**src/rtl/simple_fifo_adapter_pkg.sv**
```systemverilog
// simple_fifo_adapter_pkg: shared defaults and geometry helpers for the width-upsizing FIFO
package simple_fifo_adapter_pkg;
  localparam int DEF_DATA_IN_WIDTH = 16;
  localparam int DEF_DATA_OUT_WIDTH = 128;
  localparam int DEF_ADDR_WIDTH = 4;
  localparam int DEF_FULL_SLACK = 1;
  localparam int RATIO = DEF_DATA_OUT_WIDTH / DEF_DATA_IN_WIDTH;
  localparam int DEPTH = 1 << DEF_ADDR_WIDTH;
  localparam int IDX_WIDTH = $clog2(RATIO);
  function automatic int lanes_of(input int in_w, input int out_w);
    return out_w / in_w;
  endfunction
  function automatic int idx_width_of(input int lanes);
    return lanes > 1 ? $clog2(lanes) : 1;
  endfunction
endpackage

```
**src/rtl/simple_fifo_adapter_ram.sv**
```systemverilog
// simple_fifo_adapter_ram: simple dual-port storage with synchronous write and registered read
module simple_fifo_adapter_ram
  import simple_fifo_adapter_pkg::*;
#(
  parameter int DATA_WIDTH = DEF_DATA_OUT_WIDTH,
  parameter int ADDR_WIDTH = DEF_ADDR_WIDTH
) (
  input  logic                  clk,
  input  logic                  rst,
  input  logic                  wr_en,
  input  logic [ADDR_WIDTH-1:0] wr_addr,
  input  logic [DATA_WIDTH-1:0] wr_data,
  input  logic                  rd_en,
  input  logic [ADDR_WIDTH-1:0] rd_addr,
  output logic [DATA_WIDTH-1:0] rd_data
);
  logic [DATA_WIDTH-1:0] mem [1 << ADDR_WIDTH];
  // storage array is never reset so it maps onto block RAM
  always_ff @(posedge clk) begin
    if (wr_en) mem[wr_addr] <= wr_data;
  end
  // output register clears on reset and otherwise holds until the next accepted read
  always_ff @(posedge clk) begin
    if (!rst) rd_data <= '0;
    else if (rd_en) rd_data <= mem[rd_addr];
  end
endmodule

```
**src/rtl/simple_fifo_adapter.sv**
```systemverilog
// simple_fifo_adapter: packs narrow input words into wide words queued in a wide FIFO
module simple_fifo_adapter
  import simple_fifo_adapter_pkg::*;
#(
  parameter int DATA_IN_WIDTH = DEF_DATA_IN_WIDTH,
  parameter int DATA_OUT_WIDTH = DEF_DATA_OUT_WIDTH,
  parameter int ADDR_WIDTH = DEF_ADDR_WIDTH,
  parameter int FULL_SLACK = DEF_FULL_SLACK
) (
  input  logic                      clk,
  input  logic                      rst,
  input  logic                      wr_ena,
  input  logic [DATA_IN_WIDTH-1:0]  wr_dat,
  output logic                      wr_full,
  input  logic                      rd_ena,
  output logic [DATA_OUT_WIDTH-1:0] rd_dat,
  output logic                      rd_empty,
  output logic [ADDR_WIDTH:0]       rd_dat_cnt
);
  localparam int LANES = lanes_of(DATA_IN_WIDTH, DATA_OUT_WIDTH);
  localparam int ENTRIES = 1 << ADDR_WIDTH;
  localparam int IW = idx_width_of(LANES);
  localparam logic [IW-1:0] LAST = IW'(LANES - 1);
  localparam logic [IW-1:0] IDX_ONE = 1;
  localparam logic [ADDR_WIDTH-1:0] PTR_ONE = 1;
  localparam logic [ADDR_WIDTH:0] CNT_ONE = 1;
  logic [DATA_OUT_WIDTH-1:0] asm_q;
  logic [DATA_OUT_WIDTH-1:0] wide;
  logic [IW-1:0] idx;
  logic [ADDR_WIDTH-1:0] wr_ptr;
  logic [ADDR_WIDTH-1:0] rd_ptr;
  logic [ADDR_WIDTH:0] count;
  logic wr_acc;
  logic done;
  logic rd_acc;
  assign wr_full = int'(count) >= ENTRIES - FULL_SLACK;
  assign rd_empty = count == '0;
  assign rd_dat_cnt = count;
  assign wr_acc = wr_ena && !wr_full;
  assign done = wr_acc && idx == LAST;
  assign rd_acc = rd_ena && !rd_empty;
  // assembly register with the incoming word merged into its lane; on the last lane this is the finished word
  always_comb begin
    wide = asm_q;
    wide[int'(idx) * DATA_IN_WIDTH +: DATA_IN_WIDTH] = wr_dat;
  end
  // packer: capture accepted words lane by lane, restarting at lane 0 after a completion
  always_ff @(posedge clk) begin
    if (!rst) begin
      asm_q <= '0;
      idx <= '0;
    end else if (wr_acc) begin
      asm_q <= wide;
      idx <= done ? '0 : idx + IDX_ONE;
    end
  end
  // queue bookkeeping: pointers advance on completion/read, count tracks the difference
  always_ff @(posedge clk) begin
    if (!rst) begin
      wr_ptr <= '0;
      rd_ptr <= '0;
      count <= '0;
    end else begin
      wr_ptr <= done ? wr_ptr + PTR_ONE : wr_ptr;
      rd_ptr <= rd_acc ? rd_ptr + PTR_ONE : rd_ptr;
      count <= done && !rd_acc ? count + CNT_ONE : rd_acc && !done ? count - CNT_ONE : count;
    end
  end
  simple_fifo_adapter_ram #(
    .DATA_WIDTH(DATA_OUT_WIDTH),
    .ADDR_WIDTH(ADDR_WIDTH)
  ) u_ram (
    .clk(clk),
    .rst(rst),
    .wr_en(done),
    .wr_addr(wr_ptr),
    .wr_data(wide),
    .rd_en(rd_acc),
    .rd_addr(rd_ptr),
    .rd_data(rd_dat)
  );
endmodule

```
**config.mk**
```make
export PLATFORM = sky130hd
export DESIGN_NAME = simple_fifo_adapter
export DESIGN_NICKNAME = d
export VERILOG_FILES = /design/src/rtl/simple_fifo_adapter_pkg.sv /design/src/rtl/simple_fifo_adapter_ram.sv /design/src/rtl/simple_fifo_adapter.sv
export SDC_FILE = /design/constraint.sdc
export NUM_CORES = 2
export LEC_CHECK = 0
export ABC_AREA = 1
export BUFFER_PORTS_ARGS = -buffer_cell sky130_fd_sc_hd__buf_2
export CAP_MARGIN = 20
export CELL_PAD_IN_SITES_DETAIL_PLACEMENT = 1
export CELL_PAD_IN_SITES_GLOBAL_PLACEMENT = 2
export CORE_ASPECT_RATIO = 1.75
export CORE_UTILIZATION = 45
export DETAILED_ROUTE_END_ITERATION = 12
export GPL_TIMING_DRIVEN = 0
export PLACE_DENSITY = 0.91
export REMOVE_ABC_BUFFERS = 1
export SLEW_MARGIN = 5
export SYNTH_ARGS = -nofsm -noshare
export SYNTH_HDL_FRONTEND = slang
export SYNTH_SLANG_ARGS = --single-unit
```
**constraint.sdc**
```tcl
create_clock -name clk -period 11.7 [get_ports clk]
set_input_delay 1.755 -clock clk [delete_from_list [all_inputs] [get_ports clk]]
set_output_delay 1.755 -clock clk [all_outputs]
set_load 0.01 [all_outputs]
```
* After elaboration in Yosys (flattened, before gate mapping)
Memories as Yosys holds them, arrays and structs flattened. A register that Yosys moved wholly into a read port is not among the register bits. Index checks and enable logic that the tools add are counted.
Storage, ports and cells: bits in registers 144, bits in latches 0, RAM bits 2048, memory bits (read-only) 0, output and inout port bits 135, memories kept 1
Cells by class: $add $sub $neg 6, $mul 0, div/mod/pow operators 0, order comparisons 1, equal/unequal tests 1, shift operators 2, multiplexer cells 6, bitwise gates (word level) 0, reductions and logical operators 12
Memories:
- u_ram.mem | depth 16, bits a word 128, read ports 1, clocked after Yosys merged registers in 1, wr ports 1, line simple_fifo_adapter_ram.sv:17 | logic [DATA_WIDTH-1:0] mem [1 << ADDR_WIDTH];
Operator list (count):
- bitwise mux 128 bit | 1
- variable shift 16 x 33 -> 128 bit, first input constant | 1
- indexed part select 16 x 33 -> 128 bit | 1
- negator 7 -> 33 bit | 1
- two-way mux 5 bit | 2
- adder 4 x 1 -> 4 bit, second input constant | 2
- adder 5 x 1 -> 5 bit, second input constant | 1
- greater-or-equal comparator 5 x 4 -> 1 bit, second input constant | 1
- logical AND 1 bit | 5
- logical NOT 1 bit | 5
- logical NOT 5 bit | 1
- subtractor 5 x 1 -> 5 bit, second input constant | 1
- adder 3 x 1 -> 3 bit, second input constant | 1
- equality test 3 bit, second input constant | 1
- two-way mux 3 bit | 1
- two-way mux 1 bit | 2
- nonzero test 2 bit | 1

* Logic depth before layout (Yosys ltp)
depth in word-level cells 8, gate-level depth with buffers 14

* Hierarchy
A second synthesis with hierarchy kept.
Unflattened totals: cells, all modules 8580, area, all modules 93926.3 sq um
Modules (own cells, without submodules):
- simple_fifo_adapter_ram | instances 1, cells each 7411, area an instance 86386.6 sq um, sequential area each 64061.4 sq um
- simple_fifo_adapter | instances 1, cells each 1169, area an instance 7539.7 sq um, sequential area each 2882.8 sq um

* Worst setup path after synthesis
OpenSTA, ideal clock, no wires.
path kind input -> register, start point input wr_ena, end point memory u_ram.mem[11][0] (netlist name) (enable), data arrival time 7671 ps, slack 3412 ps, stages 4, cells stage by stage nand3_2 nor2_1 nand3_1 nor2_1
On the way: longest elaborated chain between the ends 4
Ends and longest elaborated chain:
- from (decl) | line simple_fifo_adapter.sv:12 | input logic wr_ena,
- logical AND 1 bit | line simple_fifo_adapter.sv:39 | assign wr_acc = wr_ena && !wr_full;
- logical AND 1 bit | line simple_fifo_adapter.sv:40 | assign done = wr_acc && idx == LAST;
- net done | line simple_fifo_adapter.sv:34 | logic done;
- two-way mux 1 bit | line simple_fifo_adapter_ram.sv:20 | if (wr_en) mem[wr_addr] <= wr_data;
- two-way mux 1 bit (implied by the code) | line simple_fifo_adapter_ram.sv:20
- to (decl) | line simple_fifo_adapter_ram.sv:17
The timed path passes the listed nets, and every way through them passes these cells.

* Worst setup path in the final report
start point input wr_ena, end point memory u_ram.mem[12][120] (netlist name) (enable)
The elaborated chain is that of the path after synthesis.

==> metrics.txt <==
Area contributors post-synth=edfxtp_1 (64%), nand2_1 (12%), nand3_1 (7.9%); CTS tree=done; worst reg-to-reg path cell count=9; most frequent cell after synthesis=nand2_1; vias in the first global route=roughly 75,000; Startpoint Class=input pin; first-pass GRT wire length=approximately 470,000 um; Reg clk slew, reported paths=~0.06 ns; top_reg_cell synth=edfxtp_1; Total Power=about 24 mW; Max-Cap Viols=0; post-synth top area share=around 64%; initial antenna violation count=8; CTS max path bufs=4; grt total ovfl=0; initial DRC count=approximately 6,800; cell mode on critical path=buf_12; die area=215,000 um^2; row cnt=~220; Final Max Slew Viols=0; data arrival time of the critical path=roughly 5.7 ns; DR vias/cell=between 5 and 6; Crit. End Element=register; Crit-path slowest cell=nor2_4; layout net count=between 9,000 and 10,000; # setup viols final=0; dpl cells=around 12,000; hpwl dp=181,000 um; Leak Pwr=between 40 and 50 nW; RD Place Congestion=0.717; type of the worst setup path=input pin to register; Max H-tree Level=4; IO Port Bufs=154; # Post-CTS Setup Buffers=0; GRT Total Usage=between 20% and 30%; area of the core=around 210,000 um^2; Syn Std Cell Area=96,000 um^2; most frequent cells after synthesis=nand2_1 (3,000), edfxtp_1 (2,048), nand3_1 (1,506); Starting Density=between 40% and 50%; Wirelength per Cell=roughly 26 um; Syn Inst Count=9,140; worst min path class=register to register; Top delay family on crit path=simple AND/OR/NAND/NOR gates; Max VDD drop=around 0.16 mV; hold_buf cts=0; DRC violations left=0; TritonCTS sink count=~2,300; Worst-Margin Slew=roughly 1.3 ns; relative slew slack=roughly 17%; RSZ-0062 raised after global routing=no; Tmin final=~5.1 ns; Worst-Skew Late Latency=about 0.9 ns; Levels on crit path=9; P per Cell Area=around 220 nW/um^2; synthesized flop and latch total=2,320; FF-to-FF Start=rd_dat_cnt[1]; clock share of power=about 30%; Worst setup endpoint=u_ram.mem[12][120]; post-synthesis cell type count=31; largest net degree at the start of global routing=142; clk_skew=between 0.05 and 0.06 ns; critical path startpoint=wr_ena; FFs w/ async S/R, synth=0%; fin crit share=a little over two fifths; area grow syn2layout=14.9%; Sequential Power Share=approximately two fifths; Layout Cells excl Fill=approximately 12,000; Seq/Total Area, Yosys=about 70%; Critical Path RT=around 12 ns; slowest stage delay, CP=about 0.8 ns; status=complete, no violations; max frequency=slightly below 0.2 GHz; final hold vios=0; Hold Slack=between 0.4 and 0.5 ns; NetSw=8.28 mW; crit path max fanout=37; root buf cell=clkbuf_16; Pre-antenna DRT Iters=5; Ys Warns=0; Die X=between 300 and 400 um; share of cells above drive strength 1=between 8 and 9%; Reg-to-Reg End=u_ram.mem[12][120]; Internal=roughly 16 mW; PostCTS Resize Cnt=0; Die Ht=613 um; via count=69,900; share of total power in combinational logic=roughly 28%; final setup TNS=0 ns; IO Pins=155; worst path buffer plus inverter count=5; Synth area leader=edfxtp_1; Switching Fraction=approximately a third; R2R Setup Slk=6.96 ns; EDFF count, synth=around 2,000; post-layout util=between 50% and 60%; Routed WL=between 300,000 and 400,000 um; syn_area_per_cell=~11 um^2; CTS Buf Count=215; cells along the critical path=buf_2 -> nand3_4 -> buf_12 -> nor2_1 -> nand2_1 -> nor2_4 -> buf_12 -> buf_12 -> buf_16; Routed Antenna Nets=0
==> state kept, by name (all words and copies together), names as in the netlist <==
| register | count |
|---|---|
| rd_dat_cnt | 5 |
| u_ram.mem | 2048 |
| asm_q | 128 |
| idx | 3 |
| rd_ptr | 4 |
| u_ram.rd_data | 128 |
| wr_ptr | 4 |
==> placed cells by master, fill, tap and decap left out, drive strengths merged, types with 12 or more instances in the layout <==
| master | synthesis | routed |
|---|---|---|
| nand3 | 1507 | 1507 |
| or2 | 65 | 65 |
| nand2 | 3003 | 3003 |
| inv | 871 | 875 |
| clkinv | 2 | 66 |
| clkinvlp | 0 | 12 |
| o21ai | 302 | 302 |
| ha | 13 | 13 |
| buf | 342 | 381 |
| bufinv | 0 | 25 |
| clkbuf | 196 | 287 |
| a21oi | 115 | 115 |
| edfxtp | 2048 | 2048 |
| dfxtp | 272 | 272 |
| o21a | 24 | 24 |
| nor2 | 367 | 367 |
==> cells by family after synthesis <==
| logic type | Yosys count | share of synthesized area [%] |
|---|---|---|
| AOI/OAI and AO/OA | 444 | 2.47 |
| xor gates and xnor gates | 7 | 0.0639 |
| and+or+nand+nor | 4944 | 21.5 |
| DFF | 2320 | 69.8 |
| adders and majority gates | 14 | 0.190 |
| buffers and inverters | 1411 | 5.97 |
==> through the flow <==
| stage | worst slack (ns) | instance area (um^2) |
|---|---|---|
| 4_1_cts | 6.73 | 110000 |
| 3_5_place_dp | 5.91 | 103000 |
| 3_3_place_gp | -142.74 | 97800 |
| 2_1_floorplan | -49.88 | 93500 |
| 5_1_grt | 6.59 | 110000 |
| 6_report | 6.59 | 110000 |
==> worst min-delay path by stage <==
stage / from / endpoint / slack (ns) / cells after the start
finish: asm_q[114] / asm_q[114] / 0.47 / 2
global route: asm_q[114] / asm_q[114] / 0.48 / 2
CTS: asm_q[114] / asm_q[114] / 0.47 / 2
detailed placement: asm_q[114] / asm_q[114] / 0.46 / 2
global placement: asm_q[115] / asm_q[115] / 0.45 / 2
floorplan: asm_q[112] / asm_q[112] / 0.45 / 2
==> worst register-to-register path, delay by kind of cell, from the launching register on <==
kind	cells	cell delay, ns
buf+inv	4	1.24
flops	1	0.39
simple gates	5	2.80
==> power by group through the flow <==
stage	registers [mW]	clock network [mW]	logic, mW
floorplan	10.7	0	4.62
detailed placement	10.3	0	6.58
finish	10.1	7.31	6.75
global placement	10.7	0	5.34
CTS	10.1	7.39	6.71
global route	10.2	7.65	7.37
==> cell type report <==
cell class / instances / area [um^2]
flip-flops and latches: 2320 / 67000
diodes: 5 / 12.5
fillers: 22400 / 101000
clock inverters: 105 / 1200
repair buffers: 381 / 5800
well taps: 2812 / 3520
inverters: 873 / 3320
clock buffers: 287 / 6000
multi-input cells: 5409 / 23400
==> per-layer routing <==
layer	wire length [um]	vias to the layer above	part of all wire (%)	global-route usage (%)
met5	10	-	0.0032	0
met4	15900	2	5.0	14.7
met1	120000	35700	38	34.9
li1	-	30500	-	-
met3	19300	864	6.1	3.66
met2	161000	2812	51	51.1
Power figures use the tool's default switching activity.
